`src/rtl/uart_rx.sv`:
```
// UART receiver: 2-flop synchronised RX line, 3-sample majority vote per bit,
// optional even/odd parity, and one-cycle DATA_VALID / PAR_ERR / STP_ERR strobes.
module uart_rx #(
  parameter int DATA_WIDTH = 8
) (
  input  logic                  CLK,
  input  logic                  RST,
  input  logic                  RX_IN,
  input  logic                  PAR_EN,
  input  logic                  PAR_TYP,
  input  logic [5:0]            Prescale,
  output logic [DATA_WIDTH-1:0] P_DATA,
  output logic                  DATA_VALID,
  output logic                  PAR_ERR,
  output logic                  STP_ERR
);
  localparam int BW = $clog2(DATA_WIDTH + 1);

  typedef enum logic [2:0] {IDLE, START, DATA, PARITY, STOP} state_e;

  state_e                state_q, state_d;
  logic                  sync1_q, sync1_d, rx_s_q, rx_s_d;
  logic [5:0]            edge_q, edge_d, presc_q, presc_d;
  logic [BW-1:0]         bit_q, bit_d;
  logic                  smp0_q, smp0_d, smp1_q, smp1_d;
  logic [DATA_WIDTH-1:0] shreg_q, shreg_d, p_data_q, p_data_d;
  logic                  par_en_q, par_en_d, par_typ_q, par_typ_d;
  logic                  par_fail_q, par_fail_d;
  logic                  dv_q, dv_d, pe_q, pe_d, se_q, se_d;

  logic       rx_s, maj, at_decide, at_end;
  logic [5:0] half;

  assign rx_s      = rx_s_q;
  assign half      = {1'b0, presc_q[5:1]};
  // Third sample is taken live in the decision cycle so the voted bit lands at P/2+2.
  assign maj       = (smp0_q & smp1_q) | (smp0_q & rx_s) | (smp1_q & rx_s);
  assign at_decide = (edge_q == half + 6'd1);
  assign at_end    = (edge_q == presc_q - 6'd1);

  always_comb begin
    state_d    = state_q;
    sync1_d    = RX_IN;
    rx_s_d     = sync1_q;
    edge_d     = edge_q;
    presc_d    = presc_q;
    bit_d      = bit_q;
    smp0_d     = smp0_q;
    smp1_d     = smp1_q;
    shreg_d    = shreg_q;
    p_data_d   = p_data_q;
    par_en_d   = par_en_q;
    par_typ_d  = par_typ_q;
    par_fail_d = par_fail_q;
    dv_d       = 1'b0;
    pe_d       = 1'b0;
    se_d       = 1'b0;

    if (state_q != IDLE) begin
      edge_d = at_end ? 6'd0 : edge_q + 6'd1;
      if (edge_q == half - 6'd1) smp0_d = rx_s;
      if (edge_q == half)        smp1_d = rx_s;
    end

    case (state_q)
      IDLE: begin
        edge_d = 6'd0;
        if (!rx_s) begin
          state_d    = START;
          edge_d     = 6'd1;
          presc_d    = Prescale;
          par_en_d   = PAR_EN;
          par_typ_d  = PAR_TYP;
          par_fail_d = 1'b0;
          bit_d      = '0;
        end
      end
      START: begin
        if (at_decide && maj) begin
          state_d = IDLE;
          edge_d  = 6'd0;
        end else if (at_end) begin
          state_d = DATA;
        end
      end
      DATA: begin
        if (at_decide) shreg_d = {maj, shreg_q[DATA_WIDTH-1:1]};
        if (at_end) begin
          if (bit_q == BW'(DATA_WIDTH - 1)) begin
            bit_d   = '0;
            state_d = par_en_q ? PARITY : STOP;
          end else begin
            bit_d = bit_q + BW'(1);
          end
        end
      end
      PARITY: begin
        if (at_decide && (maj != (^shreg_q ^ par_typ_q))) begin
          pe_d       = 1'b1;
          par_fail_d = 1'b1;
        end
        if (at_end) state_d = STOP;
      end
      STOP: begin
        // Leave mid-stop-bit so a back-to-back start edge is not lost.
        if (at_decide) begin
          state_d = IDLE;
          edge_d  = 6'd0;
          if (!maj) begin
            se_d = 1'b1;
          end else if (!par_fail_q) begin
            dv_d     = 1'b1;
            p_data_d = shreg_q;
          end
        end
      end
      default: state_d = IDLE;
    endcase
  end

  always_ff @(posedge CLK) begin
    if (!RST) begin
      state_q    <= IDLE;
      sync1_q    <= 1'b1;
      rx_s_q     <= 1'b1;
      edge_q     <= '0;
      presc_q    <= '0;
      bit_q      <= '0;
      smp0_q     <= 1'b0;
      smp1_q     <= 1'b0;
      shreg_q    <= '0;
      p_data_q   <= '0;
      par_en_q   <= 1'b0;
      par_typ_q  <= 1'b0;
      par_fail_q <= 1'b0;
      dv_q       <= 1'b0;
      pe_q       <= 1'b0;
      se_q       <= 1'b0;
    end else begin
      state_q    <= state_d;
      sync1_q    <= sync1_d;
      rx_s_q     <= rx_s_d;
      edge_q     <= edge_d;
      presc_q    <= presc_d;
      bit_q      <= bit_d;
      smp0_q     <= smp0_d;
      smp1_q     <= smp1_d;
      shreg_q    <= shreg_d;
      p_data_q   <= p_data_d;
      par_en_q   <= par_en_d;
      par_typ_q  <= par_typ_d;
      par_fail_q <= par_fail_d;
      dv_q       <= dv_d;
      pe_q       <= pe_d;
      se_q       <= se_d;
    end
  end

  assign P_DATA     = p_data_q;
  assign DATA_VALID = dv_q;
  assign PAR_ERR    = pe_q;
  assign STP_ERR    = se_q;
endmodule

```
`config.mk`:
```
export PLATFORM = sky130hd
export DESIGN_NAME = uart_rx
export DESIGN_NICKNAME = d
export VERILOG_FILES = /design/src/rtl/uart_rx.sv
export SDC_FILE = /design/constraint.sdc
export NUM_CORES = 1
export LEC_CHECK = 0
export ABC_CLOCK_PERIOD_IN_PS = 4900
export CORE_UTILIZATION = 62
export DETAILED_ROUTE_END_ITERATION = 12
export HOLD_SLACK_MARGIN = 0.06
export MAX_ROUTING_LAYER = met4
export PLACE_DENSITY = 0.85
export SLEW_MARGIN = 30
export SYNTH_ARGS = -nofsm -noshare
export SYNTH_HDL_FRONTEND = slang
export SYNTH_SLANG_ARGS = --single-unit
```
`constraint.sdc`:
```
create_clock -name CLK -period 4.9 [get_ports CLK]
set_input_delay 0.98 -clock CLK [delete_from_list [all_inputs] [get_ports CLK]]
set_output_delay 0.98 -clock CLK [all_outputs]
set_load 0.02 [all_outputs]
```
==> flow_metrics.env, run 1 <==
export IMPL_totalWireLength_mm=4.90
export IMPL_rsz0062_at_grt="false"
export IMPL_cpMaxStageDelayCell="dfxtp_1"
export IMPL_root_buffer="clkbuf_8"
export IMPL_cts_tree="done"
export IMPL_async_flop_share_pct=0
export IMPL_cap_violations=0
export IMPL_avgSynthCellArea_um2=8.89
export IMPL_vias=1990
export IMPL_grt_pass1_vias=1795
export IMPL_timing_final_crit_period_ps=2560
export IMPL_synth_cell_types=56
export IMPL_clkTransAtPathRegs_ps=90
export IMPL_max_stage_delay_ps=560
export IMPL_synth_edff_count=0
export IMPL_drtIter0Drc=211
export IMPL_crit_family="simple AND/OR/NAND/NOR gates"
export IMPL_final_instance_count_excl_fill=341
export IMPL_relSlewSlack_pct=61.2
export IMPL_start_kind="flop"
export IMPL_clock_sinks=45
export IMPL_timing_hold_violations_final=0
export IMPL_crit_arrival_ps=2740
export IMPL_ys_warn_count=0
export IMPL_die_h_um=65.4
export IMPL_path_class="flop to flop"
export IMPL_drtAntennaViolNets=0
export IMPL_static_leakage_power_nw=1.08
export IMPL_tightest_slew_ps=579
export IMPL_finalSetupViolCount=0
export IMPL_drive_gt1_share_pct=7.85
export IMPL_gp_congestion=0.953
export IMPL_track_usage_pct=26.2
export IMPL_post_cts_setup_buffer_count=0
export IMPL_path_buf_inv=1
export IMPL_num_rows=22
export IMPL_synth_fp_nets=297
export IMPL_grt_remaining_overflow=0
export IMPL_fmax_ghz=0.391
export IMPL_die_area_mm2=0.00427
export IMPL_vias_per_cell=5.84
export IMPL_dpl_instance_area_mm2=0.00266
export IMPL_antenna_found_initial=0
export IMPL_cp_end_kind="flop"
export IMPL_synthFlopType="dfxtp_1"
export IMPL_hpwl_mm=3.51
export IMPL_setup_tns_ps=0
export IMPL_cp_max_fo=10
export IMPL_crit_chain="inv_1 -> ha_1 -> xnor2_1 -> and3b_1 -> and4_1 -> nand3_1 -> mux2i_1 -> nor2_1"
export IMPL_initial_core_util_pct=66.5
export IMPL_cts_resized=0
export IMPL_cts_path_max_buffers=2
export IMPL_skew_ps=5.62
export IMPL_h_tree_depth=2
export IMPL_synth_seq_cells=45
export IMPL_nFillCells=285
export IMPL_firstDrtPassIters=4
export IMPL_layout_nets=309
export IMPL_diodes=0
export IMPL_grt_pass1_wl_mm=8.28
export IMPL_hold_path_class="flop to flop"
export IMPL_drc=0
export IMPL_syn_area_mm2=0.00249
export IMPL_status="finished clean"
export IMPL_final_cell_mix="dfxtp_1 (45), nor2_1 (32), nand2_1 (31)"
export IMPL_finalMaxSlewViolations=0
export IMPL_dp_cells=333
export IMPL_design_core_area_mm2=0.00374
export IMPL_powerDensity_mw_per_mm2=273
export IMPL_io_buffers=21
export IMPL_syn_inst=280
export IMPL_final_cell_area_mm2=0.00277
export IMPL_required_ps=5080
export IMPL_areaGrowthSynthToFinish_pct=11.5
export IMPL_die_x_um=65.4
export IMPL_insertion_delay_ps=310
export IMPL_peakVddDrop_mv=0.223
export IMPL_cts_buffers=5
export IMPL_pin_count=22
export IMPL_final_common_cell="dfxtp_1"
export IMPL_grt_max_degree=34
export IMPL_yosysSeqAreaShare_pct=36.2
export IMPL_ctsHoldBuffers=0
export IMPL_wire_per_inst_um=14.4
export IMPL_final_period_utilization_pct=52.2
==> Yosys cell counts (2+ instances only) <==
library cell / n / area share [%]
a211oi_1: 2 / 0.60
a21oi_1: 14 / 2.8
and2_1: 6 / 1.5
and3b_1: 2 / 0.70
and4_1: 2 / 0.70
buf_2: 5 / 1.0
buf_6: 4 / 1.8
clkbuf_1: 5 / 0.75
dfxtp_1: 45 / 36
ha_1: 6 / 3.0
inv_1: 10 / 1.5
mux2i_1: 20 / 8.0
nand2_1: 31 / 4.7
nand2b_1: 4 / 1.0
nand3_1: 11 / 2.2
nand4_1: 4 / 1.0
nor2_1: 32 / 4.8
nor2b_1: 2 / 0.50
nor3_1: 3 / 0.60
o21ai_0: 3 / 0.60
o31ai_2: 2 / 1.0
or3_1: 4 / 1.0
xnor2_1: 20 / 7.0
xnor2_2: 2 / 1.3
xor2_1: 10 / 3.5
==> state kept, by name, indices dropped and copies added, names as in the netlist <==
| name | cells |
|---|---|
| P_DATA | 8 |
| shreg_q | 8 |
| edge_q | 6 |
| presc_q | 6 |
| bit_q | 4 |
| state_q | 3 |
| DATA_VALID | 1 |
| PAR_ERR | 1 |
| STP_ERR | 1 |
| par_en_q | 1 |
| par_fail_q | 1 |
| par_typ_q | 1 |
| rx_s | 1 |
| rx_s_d | 1 |
| smp0_q | 1 |
| smp1_q | 1 |
==> metal layers <==
layer	track usage (%)	vias up	routed length [um]	share of wire, %
met5	-	-	0	0
met4	13.6	0	116	2.4
met3	5.56	12	269	5.5
met2	38.3	51	2280	47
met1	34.1	946	2230	46
li1	-	981	-	-
==> logic make-up after synthesis <==
family / after synthesis / share of synthesized area [%]
simple gates: 110 / 22.0
flops: 45 / 36.2
compound gates: 40 / 12.8
xor+xnor: 32 / 11.9
buf+inv: 26 / 5.68
mux: 20 / 8.04
fa+ha+maj: 7 / 3.42
==> cell type report <==
class | instances | area [um^2] | share of cell area (%)
multi-input combinational | 209 | 1450 | 52.1
sequential | 45 | 901 | 32.5
timing repair buffer | 21 | 210 | 7.58
clock buffer | 5 | 68.8 | 2.48
tap | 48 | 60.1 | 2.17
clock inverter | 3 | 50.0 | 1.80
inverter | 10 | 37.5 | 1.35
==> worst paths after layout <==
kind,from,to,slack (ps),cells past startpoint
setup / recovery,presc_q[2],P_DATA[2],2340,8
hold / removal,rx_s_d,rx_s,410,1
setup reg to reg,presc_q[2],P_DATA[2],2340,8
hold reg to reg,rx_s_d,rx_s,410,1
==> through the flow <==
stage / util [%] / power (mW) / hold slack [ps] / setup slack [ps]
after floorplan: - / 0.451 / 386 / 2700
after global placement: 70.9 / 0.468 / 395 / 2110
after detailed placement: 70.9 / 0.470 / 395 / 2350
after CTS: 74.1 / 0.758 / 415 / 2330
after global routing: 74.1 / 0.786 / 424 / 2170
final: 74.1 / 0.757 / 412 / 2340
==> report_power, final <==
part	leakage [nW]	switching, mW	internal [mW]	total (mW)
clock network	0.0603	0.138	0.156	0.294
logic	0.655	0.0459	0.0357	0.0815
registers	0.364	0.00994	0.371	0.381
(Power assumes the default switching activity.)
==> run 2, diff against run 1 <==
--- a/config.mk
+++ b/config.mk
@@ -5,12 +5,12 @@
 export SDC_FILE = /design/constraint.sdc
 export NUM_CORES = 1
 export LEC_CHECK = 0
-export ABC_CLOCK_PERIOD_IN_PS = 4900
-export CORE_UTILIZATION = 62
+export ABC_CLOCK_PERIOD_IN_PS = 2620
+export CORE_UTILIZATION = 57
 export DETAILED_ROUTE_END_ITERATION = 12
 export HOLD_SLACK_MARGIN = 0.06
 export MAX_ROUTING_LAYER = met4
-export PLACE_DENSITY = 0.85
+export PLACE_DENSITY = 0.79
 export SLEW_MARGIN = 30
 export SYNTH_ARGS = -nofsm -noshare
 export SYNTH_HDL_FRONTEND = slang
==> constraint.sdc (replaced) <==
create_clock -name CLK -period 2.62 [get_ports CLK]
set_input_delay 0.524 -clock CLK [delete_from_list [all_inputs] [get_ports CLK]]
set_output_delay 0.524 -clock CLK [all_outputs]
set_load 0.02 [all_outputs]
==> run 2 against run 1 <==
- worst setup slack got worse by 2200 ps
- non-clock buffer count increased by 6
- flip-flop and latch count unchanged
- highest routed layer unchanged
- core utilization decreased by 5.2 points
- fmax increased by 4.7%
- largest power group unchanged
- combinational power increased by 96%
- routed wire length increased by 7.6%
- clock-buffer cell count increased by 1
- first-iteration DRC count decreased by 42%
- clock skew increased by 4.4 ps
==> flow_metrics.env, run 2 (synthesized netlist as in run 1, its figures left out) <==
export IMPL_grt_pass1_wl_mm=8.89
export IMPL_layout_nets=315
export IMPL_m1WireLength_mm=2.37
export IMPL_drtIter0Drc=123
export IMPL_clock_sinks=45
export IMPL_h_tree_depth=2
export IMPL_areaGrowthSynthToFinish_pct=13.1
export IMPL_grt_remaining_overflow=0
export IMPL_antenna_found_initial=0
export IMPL_final_cell_mix="dfxtp_1 (45), nor2_1 (32), nand2_1 (31)"
export IMPL_cp_end_kind="flop"
export IMPL_seqPwrFrac_pct=50.7
export IMPL_multi_input_comb_area_mm2=0.00145
export IMPL_swShare_pct=25.0
export IMPL_vias=1986
export IMPL_hpwl_mm=3.76
export IMPL_die_h_um=68.1
export IMPL_netSwitchingPower_uw=351
export IMPL_clkTransAtPathRegs_ps=90
export IMPL_firstDrtPassIters=4
export IMPL_timing_final_crit_period_ps=2450
export IMPL_ctsHoldBuffers=0
export IMPL_timing_hold_violations_final=0
export IMPL_wire_per_inst_um=15.1
export IMPL_seq_area_um2=901
export IMPL_final_common_cell="dfxtp_1"
export IMPL_grt_pass1_vias=1972
export IMPL_gp_congestion=0.965
export IMPL_r2r_end="state_q[2]"
export IMPL_reg2reg_from="presc_q[1]"
export IMPL_drc=0
export IMPL_fmax_ghz=0.409
export IMPL_combPwrFrac_pct=11.4
export IMPL_die_x_um=68.1
export IMPL_track_usage_pct=26.6
export IMPL_nFillCells=318
export IMPL_wl_met3_um=269
export IMPL_finalMaxSlewViolations=0
export IMPL_cap_violations=0
export IMPL_met2_length_mm=2.57
export IMPL_pin_count=22
export IMPL_tightest_slew_ps=633
export IMPL_holdPathStages=1
export IMPL_required_ps=2840
export IMPL_finalSetupViolCount=0
export IMPL_root_buffer="clkbuf_8"
export IMPL_cts_resized=0
export IMPL_setup_tns_ps=0
export IMPL_totalWireLength_mm=5.27
export IMPL_static_leakage_power_nw=1.10
export IMPL_initial_core_util_pct=60.9
export IMPL_diodes=0
export IMPL_skew_ps=10.0
export IMPL_hold_path_class="flop to flop"
export IMPL_io_buffers=21
export IMPL_insertion_delay_ps=300
export IMPL_internal_power_mw=1.05
export IMPL_final_cell_area_mm2=0.00281
export IMPL_cts_buffers=5
export IMPL_cts_path_max_buffers=2
export IMPL_crit_arrival_ps=2660
export IMPL_relSlewSlack_pct=57.6
export IMPL_die_area_mm2=0.00463
export IMPL_worst_r2r_setup_slack_ps=170
export IMPL_final_period_utilization_pct=93.3
export IMPL_rsz0062_at_grt="false"
export IMPL_peakVddDrop_mv=0.327
export IMPL_p_clk_share_pct=37.8
export IMPL_dpl_instance_area_mm2=0.00270
export IMPL_crit_start="presc_q[1]"
export IMPL_design_core_area_mm2=0.00409
export IMPL_grt_max_degree=29
export IMPL_cts_tree="done"
export IMPL_powerDensity_mw_per_mm2=499
export IMPL_rr_worst_depth=8
export IMPL_path_class="flop to flop"
export IMPL_drtAntennaViolNets=0
export IMPL_crit_path_end="state_q[2]"
export IMPL_start_kind="flop"
export IMPL_num_rows=23
export IMPL_status="finished clean"
export IMPL_top_layer_used="met4"
export IMPL_post_cts_setup_buffer_count=0
export IMPL_vias_per_cell=5.69
export IMPL_cp_max_fo=7
export IMPL_drive_gt1_share_pct=9.03
run 2: changes by cell type in the layout (fill, tap and decap cells not counted):
cell / before / now
buf_4: 0 / 6
inv_1: 9 / 10
clkbuf_1: 0 / 1
inv_2: 1 / 0
inv_8: 1 / 0
run 2: critical path: stages, from the launching register on:
cell      delay [ps]
dfxtp_1          470
inv_1            130
ha_1             260
o21ba_1          190
a221oi_1         280
a41oi_1          140
or3_1            500
o211a_2          180
o32ai_2          230
run 2: stage by stage:
step           cells  utilization [%]  hold slack (ps)  worst slack [ps]  total power, mW
2_1_floorplan    280                -              386               421            0.844
6_report         349             68.9              426               175             1.40
3_5_place_dp     341             66.1              403               201            0.886
4_1_cts          349             68.9              428               182             1.41
5_1_grt          349             68.9              444              13.2             1.46
3_3_place_gp     341             66.1              390               290            0.884
run 2: power by group through the flow:
stage	Sequential, mW	Clock (mW)	Combinational [mW]
4_1_cts	0.712	0.540	0.160
5_1_grt	0.714	0.565	0.177
2_1_floorplan	0.718	0	0.125
6_report	0.712	0.531	0.160
3_5_place_dp	0.728	0	0.158
3_3_place_gp	0.727	0	0.157
run 2: cell type report:
type,count,share of cell area [%]
multi-input cells,209,51.4
flip-flops and latches,45,32.0
repair buffers,27,9.07
clock buffers,6,2.58
well taps,50,2.22
clock inverters,2,1.38
inverters,10,1.33
run 2: how the worst min path moves through the flow:
stage | end | from
6_report | rx_s | rx_s_d
5_1_grt | rx_s | rx_s_d
4_1_cts | rx_s | rx_s_d
3_3_place_gp | rx_s | rx_s_d
2_1_floorplan | rx_s | rx_s_d
3_5_place_dp | rx_s | rx_s_d
run 2: routing by layer:
metal | track usage [%] | vias to the layer above
met3 | 5.83 | 6
met2 | 42.3 | 52
li1 | - | 995
met5 | - | -
met1 | 33.0 | 933
met4 | 9.90 | 0
